==> src/rtl/ailn_out_packer.sv <==
// ailn_out_packer: packs serial signed bytes into DATA_WIDTH-bit words with a fill/output register pair
module ailn_out_packer #(
    parameter int DATA_WIDTH = 192,
    localparam int COUNT = DATA_WIDTH / 8,
    localparam int CNT_WIDTH = $clog2(COUNT)
) (
    input  logic                  i_clk,
    input  logic                  i_rstn,
    input  logic                  i_clear,
    input  logic                  i_valid,
    input  logic [7:0]            i_data,
    output logic                  o_ready,
    output logic [DATA_WIDTH-1:0] o_data,
    output logic                  o_valid,
    input  logic                  i_ready,
    output logic [CNT_WIDTH:0]    o_count,
    output logic                  o_overflow
);
    typedef enum logic {FILL, HOLD} state_t;

    state_t                state;
    logic [DATA_WIDTH-1:0] fill;
    logic [DATA_WIDTH-1:0] fill_ins;
    logic                  accept;
    logic                  last;
    logic                  slot_free;

    // o_ready comes straight from the state register, so it never sees i_valid or i_ready
    assign o_ready   = state == FILL;
    assign accept    = i_valid && o_ready;
    assign last      = o_count == (CNT_WIDTH + 1)'(COUNT - 1);
    assign slot_free = !o_valid || i_ready;

    // Fill register with the incoming byte dropped into slot o_count (first byte lands on top)
    always_comb begin
        fill_ins = fill;
        for (int k = 0; k < COUNT; k++)
            if (int'(o_count) == k) fill_ins[DATA_WIDTH-1-8*k -: 8] = i_data;
    end

    // Fill FSM, output register and sticky overflow; clear overrides any same-cycle byte or handshake
    always_ff @(posedge i_clk or negedge i_rstn) begin
        if (!i_rstn) begin
            state      <= FILL;
            fill       <= '0;
            o_count    <= '0;
            o_data     <= '0;
            o_valid    <= 1'b0;
            o_overflow <= 1'b0;
        end else if (i_clear) begin
            state      <= FILL;
            fill       <= '0;
            o_count    <= '0;
            o_data     <= '0;
            o_valid    <= 1'b0;
            o_overflow <= 1'b0;
        end else begin
            if (i_valid && !o_ready) o_overflow <= 1'b1;
            if (state == HOLD) begin
                if (slot_free) begin
                    o_data  <= fill;
                    o_valid <= 1'b1;
                    fill    <= '0;
                    o_count <= '0;
                    state   <= FILL;
                end
            end else if (accept && last && slot_free) begin
                o_data  <= fill_ins;
                o_valid <= 1'b1;
                fill    <= '0;
                o_count <= '0;
            end else begin
                if (accept) begin
                    fill    <= fill_ins;
                    o_count <= o_count + 1'b1;
                    if (last) state <= HOLD;
                end
                if (o_valid && i_ready) o_valid <= 1'b0;
            end
        end
    end
endmodule

==> config.mk <==
export PLATFORM = sky130hd
export DESIGN_NAME = ailn_out_packer
export DESIGN_NICKNAME = d
export VERILOG_FILES = /design/src/rtl/ailn_out_packer.sv
export SDC_FILE = /design/constraint.sdc
export NUM_CORES = 1
export LEC_CHECK = 0
export ABC_CLOCK_PERIOD_IN_PS = 2500
export CORE_MARGIN = 1
export CORE_UTILIZATION = 55
export CTS_CLUSTER_SIZE = 25
export DETAILED_ROUTE_END_ITERATION = 6
export PLACE_DENSITY_LB_ADDON = 0.2
export SETUP_SLACK_MARGIN = 0.5
export SLEW_MARGIN = 10
export SYNTH_ARGS = -nofsm -noshare
export SYNTH_HDL_FRONTEND = slang
export SYNTH_SLANG_ARGS = --single-unit
export TNS_END_PERCENT = 5
==> constraint.sdc <==
create_clock -name i_clk -period 2.5 [get_ports i_clk]
set_input_delay 0.375 -clock i_clk [delete_from_list [all_inputs] [get_ports i_clk]]
set_output_delay 0.375 -clock i_clk [all_outputs]
set_load 0.1 [all_outputs]
# Yosys cells after proc, flatten, opt, wreduce, memory -nomap -nowiden
# Index checks and enable logic that the tools add are counted.
[op_classes]
div = 0
add_sub_neg = 1
eq_ne = 25
reduce_logical = 15
muxes = 51
multipliers = 0
n_shift = 0
bitwise_logic = 1
order_cmp = 0
[op_table]
columns = ["op", "n"]
rows = [
  ["two-way mux 192 bit", 9],
  ["two-way mux 8 bit", 24],
  ["equality test 6 x 5 -> 1 bit, second input constant", 9],
  ["equality test 6 bit, second input constant", 8],
  ["two-way mux 6 bit", 5],
  ["equality test 6 x 4 -> 1 bit, second input constant", 4],
  ["two-way mux 1 bit", 13],
  ["equality test 6 x 3 -> 1 bit, second input constant", 2],
  ["nonzero test 4 bit", 2],
  ["adder 6 x 1 -> 6 bit, second input constant", 1],
  ["equality test 6 x 2 -> 1 bit, second input constant", 1],
  ["zero test 6 bit", 1],
  ["AND reduction 2 bit", 3],
  ["logical AND 1 bit", 5],
  ["inequality test 3 x 2 -> 1 bit, second input constant", 1],
  ["nonzero test 3 bit", 1],
  ["nonzero test 2 bit", 1],
  ["zero test 1 bit", 1],
  ["logical OR 1 bit", 1],
  ["inverter 1 bit", 1],
]
[totals]
wordCells = 99
inputBits = 13
mem_bits_rw = 0
mem_count = 0
rom_bits = 0
register_bits = 393
latchBits = 0
output_inout_bits = 201

# Depth between registers and ports, before layout
# Gate-level depths: netlist (run 1).
[logic_depth]
ltp_word = 7
ltp_mapped = 8
depth_no_buf = 6

# Worst setup path after synthesis (run 1)
# Ideal clock, no wire load.
[synth_timing]
path_kind = "register to register"
start = "register o_count[0]"
end = "register o_data[0]"
period_less_slack_ps = 2724
required_ps = 2422
arrival_time_ps = 2646
n_path_buf = 3
stages_incl_launch_ff = 9
setup_ps = 78
slack_ps = -224
path_cell_list = "dfrtp_1 -> ha_1 -> and2_1 -> a31oi_1 -> or3_1 -> clkbuf_1 -> buf_2 -> clkbuf_1 -> o2bb2ai_1"
[synth_between]
elab_chain_cells = 5
word_cells_on_any_way = 10
classes_between = "2 x eq/ne; 4 x mux; 4 x reduce/logical"
[synth_rtl]
columns = ["element", "line", "source"]
rows = [
  ["from (decl)", "16", "output logic [CNT_WIDTH:0] o_count,"],
  ["from (signal assigned)", "75", "o_count <= o_count + 1'b1;"],
  ["equality test 6 bit or equality test 6 x 5 -> 1 bit (tied branches)", "38, 31", ""],
  ["two-way mux 8 bit or logical AND 1 bit (tied branches)", "38, 67", ""],
  ["two-way mux 192 bit or logical AND 1 bit (tied branches)", "67", "end else if (accept && last && slot_free) begin"],
  ["two-way mux 192 bit or nonzero test 3 bit (tied branches)", "-", ""],
  ["two-way mux 192 bit or AND reduction 2 bit (tied branches)", "-", ""],
  ["to (signal assigned)", "61", "o_data <= fill;"],
  ["to (signal assigned)", "68", "o_data <= fill_ins;"],
  ["to (decl)", "13", "output logic [DATA_WIDTH-1:0] o_data,"],
]
# Several ways; a longest one is shown, not always the timed one. The select of a mux whose other input is x is not followed.
# A chain may end at the register's enable or synchronous reset.

# Final worst setup path (run 1)
[layout_timing]
start = "register o_count[3]"
end = "register o_data[31]"
# Same word-level chain as after synthesis.

==> summary.txt, run 1 <==
setup violators final = 0
Synth Instances = 1320
fin util = 71.43%
Setup Skew = 0.01298 ns
global route total overflow = 0
Slew headroom = 50.98%
max_cap viols = 0
CTS clock-pin slew for the worst setup and hold paths = 0.06 ns
worst-skew pair later-pin latency = 0.52 ns
count leader, synth = dfrtp_1
count of input and output buffers = 213
Tmin final = 2.104 ns
Worst R2R Path Depth = 6
site row count = 63
Avg Inst Size Synth = 12.86 um2
status = completed
Tcrit/Tclk final = 84.18%
CTS tree = yes
Worst R2R Setup Slack = 0.40 ns
worst setup path end = o_data[31]
most used flip-flop cell after synthesis = dfrtp_1
RSZ-0062 raised after global routing = true
RR Endpoint = o_data[31]
first-pass GRT wire length = 73940 um
Pleak = 0.01039 uW
Setup CP Type = reg2reg
Max FO, Critical Path = 8
initial core utilization = 56.52%
die width = 177.7 um
Data required, critical path = 2.90 ns
initial antenna violation count = 1
Final Max Tran Viols = 0
Final TNS setup = 0 ns
Syn Nets = 1337
Yosys warning count = 0
number of synthesized flops with an enable pin = 0
Clk Tree Root Cell = clkbuf_16
Hold Path Class = in2async
synthesis-to-layout area growth = 26.38%
Post-DP HPWL = 29000 um
total power draw = 13250 uW
Placed Instance Area = 19540 um2
Pre-antenna DRT Iters = 5
Crit-path slowest cell = dfrtp_4
share of the synthesized area in the top cell type = 57.93%
H-tree levels = 2
Clock Tree Buf Depth = 3
crit path launch = o_count[3]
count of cell types in the netlist = 51
Avg Vias per Cell = 6.370
largest area contributor in the netlist = dfrtp_1
final wirelength = 48780 um
DR iter-0 viols = 1281
CP Launch Type = flop
largest net degree at the start of global routing = 77
Achievable Freq = 0.4752 GHz
gr usage total = 30.28%
vias in the first global route = 12710
Post-synth top cells = dfrtp_1 (393), mux2i_1 (192), o2bb2ai_1 (192)
Final Hold Fails = 0
CTS Buf Count = 41
Setup crit end kind = flop
worst path cell trace = or3b_4 -> buf_4 -> nor3_4 -> buf_12 -> mux2i_1 -> o2bb2ai_1
Synth Register Bits = 393
routed length per instance = 24.43 um
GP Congestion = 0.8829
drt drc = 0
synthesized area = 16980 um2
async set-or-reset flop fraction in the synthesized netlist = 100.0%
Max VDD drop = 0.3883 mV
Crit path largest cell delay = 0.54 ns
sequential-to-total area share from yosys stat = 57.93%
Worst EP arrival = 2.50 ns
nets@finish = 1595
DRT antenna net count = 0
Clock Sinks = 393
# IOs = 214
largest cells by area after synthesis = dfrtp_1 (58%), mux2i_1 (11%), o2bb2ai_1 (9.9%)
Reg-to-Reg Start = o_count[3]
die height = 177.7 um
Finished Cell Area = 21450 um2
Slew @ Worst Pin = 0.7353 ns
die area = 31570 um2
vias post-DR = 12720
Diodes inserted = 0
power density over the cells = 617.7 nW/um2
Hold WS = 0.3820 ns
area of the core = 30030 um2
share of layout cells above drive strength 1 = 28.69%
## worst min-delay path by stage
stage,cells after the start,startpoint,slack (ns),to
after floorplan,0,i_rstn,0.08,fill[0]
after global placement,1,i_rstn,0.33,o_data[20]
after detailed placement,1,i_rstn,0.33,o_data[20]
after CTS,3,i_data[5],0.36,fill[29]
after global routing,3,i_data[5],0.40,fill[29]
final,2,i_rstn,0.38,o_data[19]
## registers in the layout (all words and copies together) (netlist names)
signal	count
o_valid	1
o_count	6
state	1
fill	192
o_overflow	1
o_data	192
## critical path, delay by kind of cell, from the launching register on
| kind | cells | cell delay (ns) |
|---|---|---|
| buf+inv | 2 | 0.37 |
| simple gates | 2 | 0.69 |
| compound gates | 1 | 0.09 |
| flops | 1 | 0.54 |
| mux | 1 | 0.29 |
## kinds of logic (layout without fill, tap and decap cells)
| kind of cell | after synthesis | count (layout) | synth area share (%) |
|---|---|---|---|
| AO/OA/AOI/OAI | 433 | 433 | 21.67 |
| flip-flops | 393 | 393 | 57.93 |
| multiplexers | 192 | 192 | 11.32 |
| AND/OR/NAND/NOR | 178 | 179 | 5.572 |
| buffers and inverters | 117 | 403 | 3.051 |
| adder cells (fa/ha/maj) | 4 | 4 | 0.2948 |
| XOR/XNOR | 3 | 3 | 0.1548 |
## layout make-up
class | count | area (um2)
tap | 390 | 488.0
clock inverter | 11 | 157.7
multi-input combinational | 811 | 6874
inverter | 4 | 15.01
fill | 2088 | 8579
sequential | 393 | 9857
clock buffer | 61 | 1171
timing repair buffer | 327 | 2890
## per-layer routing
metal | GRT usage, % | part of all wire, %
met1 | 43.38 | 43
met2 | 48.11 | 48
met3 | 4.113 | 6.3
met4 | 9.188 | 2.6
met5 | 0 | 0.023
## stage by stage
step	setup WS (ns)	cells
after floorplan	0.4272	1320
after global placement	0.1109	1896
after detailed placement	0.06523	1896
after CTS	0.3478	1981
after global routing	0.3839	1997
final	0.3956	1997
## layout by cell type, fill, tap and decap left out, types with 12 or more instances in the layout
cell type,instances
dfrtp_1,385
buf_4,282
mux2i_1,191
o2bb2ai_1,187
a22o_1,168
nand2_1,72
clkbuf_16,46
nor2_1,30
buf_12,21
o211ai_1,16
clkbuf_1,13
o21ai_2,12
## where the power goes
part	switching [uW]	internal [uW]
Sequential	19.2	6380
Clock	2410	3640
Combinational	569	224
## timing repair
item                                    in CTS  in global routing
setup buffers                               10                  8
hold buffers                                 1                  0
endpoints found under the setup margin     309                379
hold endpoints to repair                    46                  0
pin swaps                                    4                  3
resized for setup                           12                 33
cloned                                       2                  8
No activity file was read; power rests on OpenSTA's default activity.
==> run 2, diff against run 1 <==
--- a/config.mk
+++ b/config.mk
@@ -5,7 +5,7 @@
 export SDC_FILE = /design/constraint.sdc
 export NUM_CORES = 1
 export LEC_CHECK = 0
-export ABC_CLOCK_PERIOD_IN_PS = 2500
+export ABC_CLOCK_PERIOD_IN_PS = 2190
 export CORE_MARGIN = 1
 export CORE_UTILIZATION = 55
 export CTS_CLUSTER_SIZE = 25
==> constraint.sdc (replaced) <==
create_clock -name i_clk -period 2.19 [get_ports i_clk]
set_input_delay 0.3285 -clock i_clk [delete_from_list [all_inputs] [get_ports i_clk]]
set_output_delay 0.3285 -clock i_clk [all_outputs]
set_load 0.1 [all_outputs]
==> run 2 against run 1 <==
  * Worst hold slack worse by 0.15 ns
  * Critical path depth is 2 higher
  * Largest cell class unchanged
  * Setup slack worse by 0.32 ns
==> summary.txt, run 2 (same netlist as run 1, synthesis figures left out) <==
area of the core = 30030 um2 (unchanged)
Tcrit/Tclk final = 96.60% (+12 points)
Max FO, Critical Path = 6 (-2)
status = completed
Setup Skew = 0.01120 ns (-0.001777 ns)
hold depth = 3
Slew @ Worst Pin = 0.6283 ns (-0.1069 ns)
Clock Tree Buf Depth = 3 (unchanged)
Avg Vias per Cell = 6.374 (about the same)
die width = 177.7 um (unchanged)
worst path cell trace = buf_6 -> nor3b_4 -> a31oi_4 -> or3_4 -> buf_12 -> buf_12 -> clkbuf_16 -> o2bb2ai_2
internal power = 12170 uW (+19%)
commonest non-fill, non-tap cell in the layout = dfrtp_1
Setup CP Type = reg2reg
clock power share = 47.3% (+1.6 points)
Achievable Freq = 0.4727 GHz (-0.53%)
Tmin final = 2.116 ns (+0.01117 ns)
Data required, critical path = 2.65 ns (-0.25 ns)
net switching power = 3572 uW (+19%)
Hold Path Class = in2reg
CP Launch Type = flop
layout filler cell count = 1895 (-9.2%)
footprint of the multi-input gates = 7204 um2 (+4.8%)
Slew headroom = 57.86% (+6.9 points)
Max VDD drop = 0.6880 mV (+77%)
setup violators final = 0 (unchanged)
worst-skew pair later-pin latency = 0.54 ns (+0.02 ns)
DRT antenna net count = 0 (unchanged)
die area = 31570 um2 (unchanged)
Final Max Tran Viols = 0 (unchanged)
Comb pwr share = 6.2% (+0.2 points)
die height = 177.7 um (unchanged)
CTS tree = yes
Post-DP HPWL = 28720 um (-0.94%)
fin util = 74.38% (+2.9 points)
first-pass GRT wire length = 73640 um (-0.41%)
Final Hold Fails = 0 (unchanged)
largest net degree at the start of global routing = 67 (-13%)
RSZ-0062 raised after global routing = true
Placed Instance Area = 19860 um2 (+1.7%)
most frequent cells in the layout = dfrtp_1 (385), buf_4 (292), mux2i_1 (189)
CP most frequent cell = buf_12
CTS Buf Count = 42 (+2.4%)
Sequential Area = 9857 um2 (unchanged)
Flop pwr share = 46.5% (-1.8 points)
Pleak = 0.01075 uW (+3.4%)
max_cap viols = 0 (unchanged)
total power draw = 15740 uW (+19%)
Worst R2R Path Depth = 8 (+2)
drt drc = 0 (unchanged)
final wirelength = 48920 um (+0.29%)
initial core utilization = 56.52% (unchanged)
# IOs = 214 (unchanged)
Worst EP arrival = 2.57 ns (+0.07 ns)
Clock Sinks = 393 (unchanged)
power density over the cells = 704.6 nW/um2 (+14%)
Crit path largest cell delay = 0.51 ns (-0.03 ns)
Setup crit end kind = flop
GP Congestion = 0.9060 (+2.6%)
Top Registers = fill x192, o_data x192, o_count x6
synthesis-to-layout area growth = 31.59%
site row count = 63 (unchanged)
CTS clock-pin slew for the worst setup and hold paths = 0.06 ns (about the same)
Pre-antenna DRT Iters = 5 (unchanged)
gr usage total = 30.28% (about the same)
share of layout cells above drive strength 1 = 33.11% (+4.4 points)
Crit-path slowest cell = dfrtp_4
Finished Cell Area = 22340 um2 (+4.1%)
initial antenna violation count = 1 (unchanged)
count of input and output buffers = 213 (unchanged)
Sw Share = 22.69% (+0.063 points)
H-tree levels = 2 (unchanged)
vias post-DR = 12910 (+1.5%)
nets@finish = 1623 (+1.8%)
vias in the first global route = 12670 (-0.29%)
Clk Tree Root Cell = clkbuf_16
routed length per instance = 24.16 um (-1.1%)
DR iter-0 viols = 1176 (-8.2%)
global route total overflow = 0 (unchanged)
[run 2: power by group through the flow]
| stage | combinational [uW] | sequential, uW | clock (uW) |
|---|---|---|---|
| 6_report | 981 | 7310 | 7450 |
| 3_3_place_gp | 896 | 7440 | 0 |
| 2_1_floorplan | 401 | 7460 | 0 |
| 4_1_cts | 935 | 7310 | 7490 |
| 3_5_place_dp | 905 | 7440 | 0 |
| 5_1_grt | 1050 | 7310 | 7820 |
[run 2: cell type report]
class / count / share of cell area (%)
flip-flops and latches: 393 / 44.13
well taps: 390 / 2.185
clock inverters: 9 / 0.5657
multi-input cells: 810 / 32.25
repair buffers: 355 / 14.78
clock buffers: 63 / 6.016
inverters: 4 / 0.06722
diodes: 1 / 0.01120
[run 2: critical path, delay by kind of cell, from the launching register on]
family                 cells  cell delay (ns)
and+or+nand+nor            2             0.68
buffers and inverters      4             0.61
DFF                        1             0.51
AOI/OAI and AO/OA          2             0.23
[run 2: final timing paths]
kind	to	startpoint	slack (ns)
worst min-delay path	fill[59]	i_data[3]	0.23
min in group asynchronous	o_data[19]	i_rstn	0.32
worst min register to register	o_data[156]	o_data[156]	0.49
max in group asynchronous	o_count[0]	i_rstn	1.03
worst max register to register	o_data[16]	o_count[5]	0.07
worst max-delay path	o_data[16]	o_count[5]	0.07
[run 2: repair_timing]
item	4_1_cts	5_1_grt
setup buffers	6	16
endpoints found under the hold margin	47	0
hold buffers	1	0
endpoints found under the setup margin	390	395
gates cloned	3	7
pin swaps	0	15
gates resized for setup	29	75
[run 2: stage by stage]
stage / TNS [ns] / instances / hold slack [ns] / setup slack (ns)
2_1_floorplan: 0 / 1320 / 0.03291 / 0.1172
3_3_place_gp: -10.89 / 1919 / 0.2977 / -0.1655
3_5_place_dp: -14.44 / 1919 / 0.2948 / -0.2156
4_1_cts: 0 / 2001 / 0.2035 / 0.1035
5_1_grt: 0 / 2025 / 0.2416 / 0.04129
6_report: 0 / 2025 / 0.2293 / 0.07444
[run 2: routing by layer]
metal / track usage [%] / wire length [um] / up-vias
met4: 9.865 / 1239 / 0
met5: 0 / 0 / -
met1: 43.03 / 20770 / 6636
met3: 4.092 / 3217 / 80
met2: 48.26 / 23690 / 582
li1: - / - / 5609
==> run 3, diff against run 2 <==
--- a/config.mk
+++ b/config.mk
@@ -5,8 +5,6 @@
 export SDC_FILE = /design/constraint.sdc
 export NUM_CORES = 1
 export LEC_CHECK = 0
-export ABC_CLOCK_PERIOD_IN_PS = 2190
-export CORE_MARGIN = 1
 export CORE_UTILIZATION = 55
 export CTS_CLUSTER_SIZE = 25
 export DETAILED_ROUTE_END_ITERATION = 6
==> constraint.sdc (replaced) <==
create_clock -name i_clk -period 2.35 [get_ports i_clk]
set_input_delay 0.3525 -clock i_clk [delete_from_list [all_inputs] [get_ports i_clk]]
set_output_delay 0.3525 -clock i_clk [all_outputs]
set_load 0.1 [all_outputs]
==> run 3 against run 2 <==
  * Cell count shrank 0.44%
  * Routed wire length grew 0.69%
  * Clock skew grew 0.0037 ns
  * Sequential power shrank 6.8%
  * First-iteration DRC count shrank 1.4%
  * Non-clock buffer count shrank 9
  * Largest power group is now registers
  * Sequential share of layout area grew 1.2 points
  * Critical path type is now reg2out
==> summary.txt, run 3 (same netlist as run 1, synthesis figures left out) <==
Clock Tree Buf Depth = 3 (unchanged)
final wirelength = 49260 um (+0.69%)
grt met1 use = 43.69% (+0.66 points)
Final TNS setup = 0 ns (unchanged)
clock power share = 45.2% (-2.1 points)
nets@finish = 1613 (-0.62%)
site row count = 63 (unchanged)
Max VDD drop = 0.4177 mV (-39%)
Clock Sinks = 393 (unchanged)
Slew @ Worst Pin = 0.6132 ns (-0.01509 ns)
Critical path buffers and inverters = 3 (-1)
Setup Skew = 0.01488 ns (+0.003675 ns)
total power draw = 14070 uW (-11%)
max_cap viols = 0 (unchanged)
Avg Vias per Cell = 6.394 (+0.32%)
Top Registers = fill x192, o_data x192, o_count x6
Setup crit end kind = primary output
CTS clock-pin slew for the worst setup and hold paths = 0.06 ns (about the same)
worst path cell trace = buf_4 -> inv_1 -> buf_12
Pleak = 0.01052 uW (-2.2%)
layout filler cell count = 2006 (+5.9%)
die height = 177.7 um (unchanged)
Post-DP HPWL = 29960 um (+4.3%)
Pre-antenna DRT Iters = 7 (+2)
net switching power = 3261 uW (-8.7%)
largest net degree at the start of global routing = 70 (+4.5%)
most frequent cells in the layout = dfrtp_1 (386), buf_4 (293), mux2i_1 (189)
Final Max Tran Viols = 0 (unchanged)
share of layout cells above drive strength 1 = 29.66% (-3.4 points)
global route total overflow = 0 (unchanged)
internal power = 10810 uW (-11%)
Setup CP Type = reg2out
commonest non-fill, non-tap cell in the layout = dfrtp_1
gr usage total = 30.89% (+0.61 points)
die width = 177.7 um (unchanged)
Worst EP arrival = 1.82 ns (-0.75 ns)
vias in the first global route = 12910 (+1.9%)
# IOs = 214 (unchanged)
Data required, critical path = 2.00 ns (-0.65 ns)
DRT antenna net count = 0 (unchanged)
H-tree levels = 2 (unchanged)
die area = 31570 um2 (unchanged)
Final Hold Fails = 0 (unchanged)
met3 Usage GRT = 4.006% (-0.086 points)
initial core utilization = 56.52% (unchanged)
Comb pwr share = 6.4% (+0.2 points)
Achievable Freq = 0.4604 GHz
setup violators final = 0 (unchanged)
Hold Path Class = in2reg
initial antenna violation count = 1 (unchanged)
vias post-DR = 12890 (-0.12%)
grt met2 use = 49.87% (+1.6 points)
Clk Tree Root Cell = clkbuf_16
worst-skew pair later-pin latency = 0.54 ns (about the same)
Flop pwr share = 48.4% (+1.9 points)
power density over the cells = 647.4 nW/um2 (-8.1%)
DR iter-0 viols = 1160 (-1.4%)
Slew headroom = 59.12% (+1.3 points)
busiest layer in global routing = met2
Tcrit/Tclk final = 92.43%
status = completed
Cell Count Post-Placement = 1915 (-0.21%)
drt drc = 0 (unchanged)
CP Launch Type = flop
CTS tree = yes
Crit-path slowest cell = dfrtp_1
Tmin final = 2.172 ns
first-pass GRT wire length = 75200 um (+2.1%)
RSZ-0062 raised after global routing = true
synthesis-to-layout area growth = 28.00%
Sw Share = 23.18% (+0.49 points)
count of input and output buffers = 213 (unchanged)
area of the core = 30030 um2 (unchanged)
Top delay family on crit path = flip-flops
non-filler cells, final = 2016 (-0.44%)
Crit path largest cell delay = 0.65 ns (+0.14 ns)
routed length per instance = 24.43 um (+1.1%)
CTS Buf Count = 41 (-2.4%)
Max FO, Critical Path = 10 (+4)
GP Congestion = 0.9362 (+3.3%)
run 3: final timing paths:
kind,start,to,slack [ns],cells past startpoint
max reg2reg,o_count[3],fill[50],0.19,7
max in group asynchronous,i_rstn,fill[64],1.22,3
min reg2reg,o_data[156],o_data[156],0.49,1
min,i_data[1],fill[185],0.28,2
max,state,o_ready,0.18,3
min in group asynchronous,i_rstn,fill[20],0.37,2
run 3: metal layers:
metal	share of wire (%)	routed length [um]	up-vias
met1	43	20990	6675
met2	48	23850	540
met5	0	0	-
met4	2.5	1245	0
met3	6.4	3168	89
li1	-	-	5587
run 3: area by class of cell:
cell class                      count  area (um2)  area share (%)
Clock inverter                      6       58.81          0.2706
Timing Repair Buffer              346        3148           14.49
Inverter                            4       15.01         0.06910
Clock buffer                       66        1252           5.764
Tap cell                          390       488.0           2.246
Antenna cell                        1       2.502         0.01152
Sequential cell                   393        9856           45.36
Multi-Input combinational cell    810        6908           31.79
run 3: through the flow:
step	utilization (%)	cell area, um2	worst slack, ns	hold WS (ns)
2_1_floorplan	-	17130	0.2772	0.05691
3_3_place_gp	65.58	19700	-0.06667	0.3247
3_5_place_dp	65.58	19700	-0.1057	0.3290
4_1_cts	71.37	21440	0.2040	0.2584
5_1_grt	72.35	21730	0.1413	0.2689
6_report	72.35	21730	0.1778	0.2840
run 3: power groups by stage:
stage / logic [uW] / registers (uW) / clock network (uW)
2_1_floorplan: 373 / 6950 / 0
6_report: 896 / 6810 / 6360
5_1_grt: 953 / 6810 / 6680
4_1_cts: 861 / 6810 / 6420
3_3_place_gp: 822 / 6930 / 0
3_5_place_dp: 834 / 6930 / 0
run 3: what timing repair did:
| action | CTS | global route |
|---|---|---|
| resized for setup | 27 | 31 |
| pin swaps | 5 | 3 |
| setup endpoints to repair | 379 | 388 |
| gates cloned | 6 | 4 |
| setup buffers | 11 | 6 |
| endpoints found under the hold margin | 47 | 0 |
| hold buffers | 1 | 0 |
run 3: worst reg2reg max path, stage by stage (launching register included):
cell and delay [ns]:
dfrtp_4 0.50, buf_12 0.14, or3b_4 0.44, o31ai_4 0.26, buf_4 0.17, buf_6 0.12, o21ai_2 0.14, a22o_1 0.27
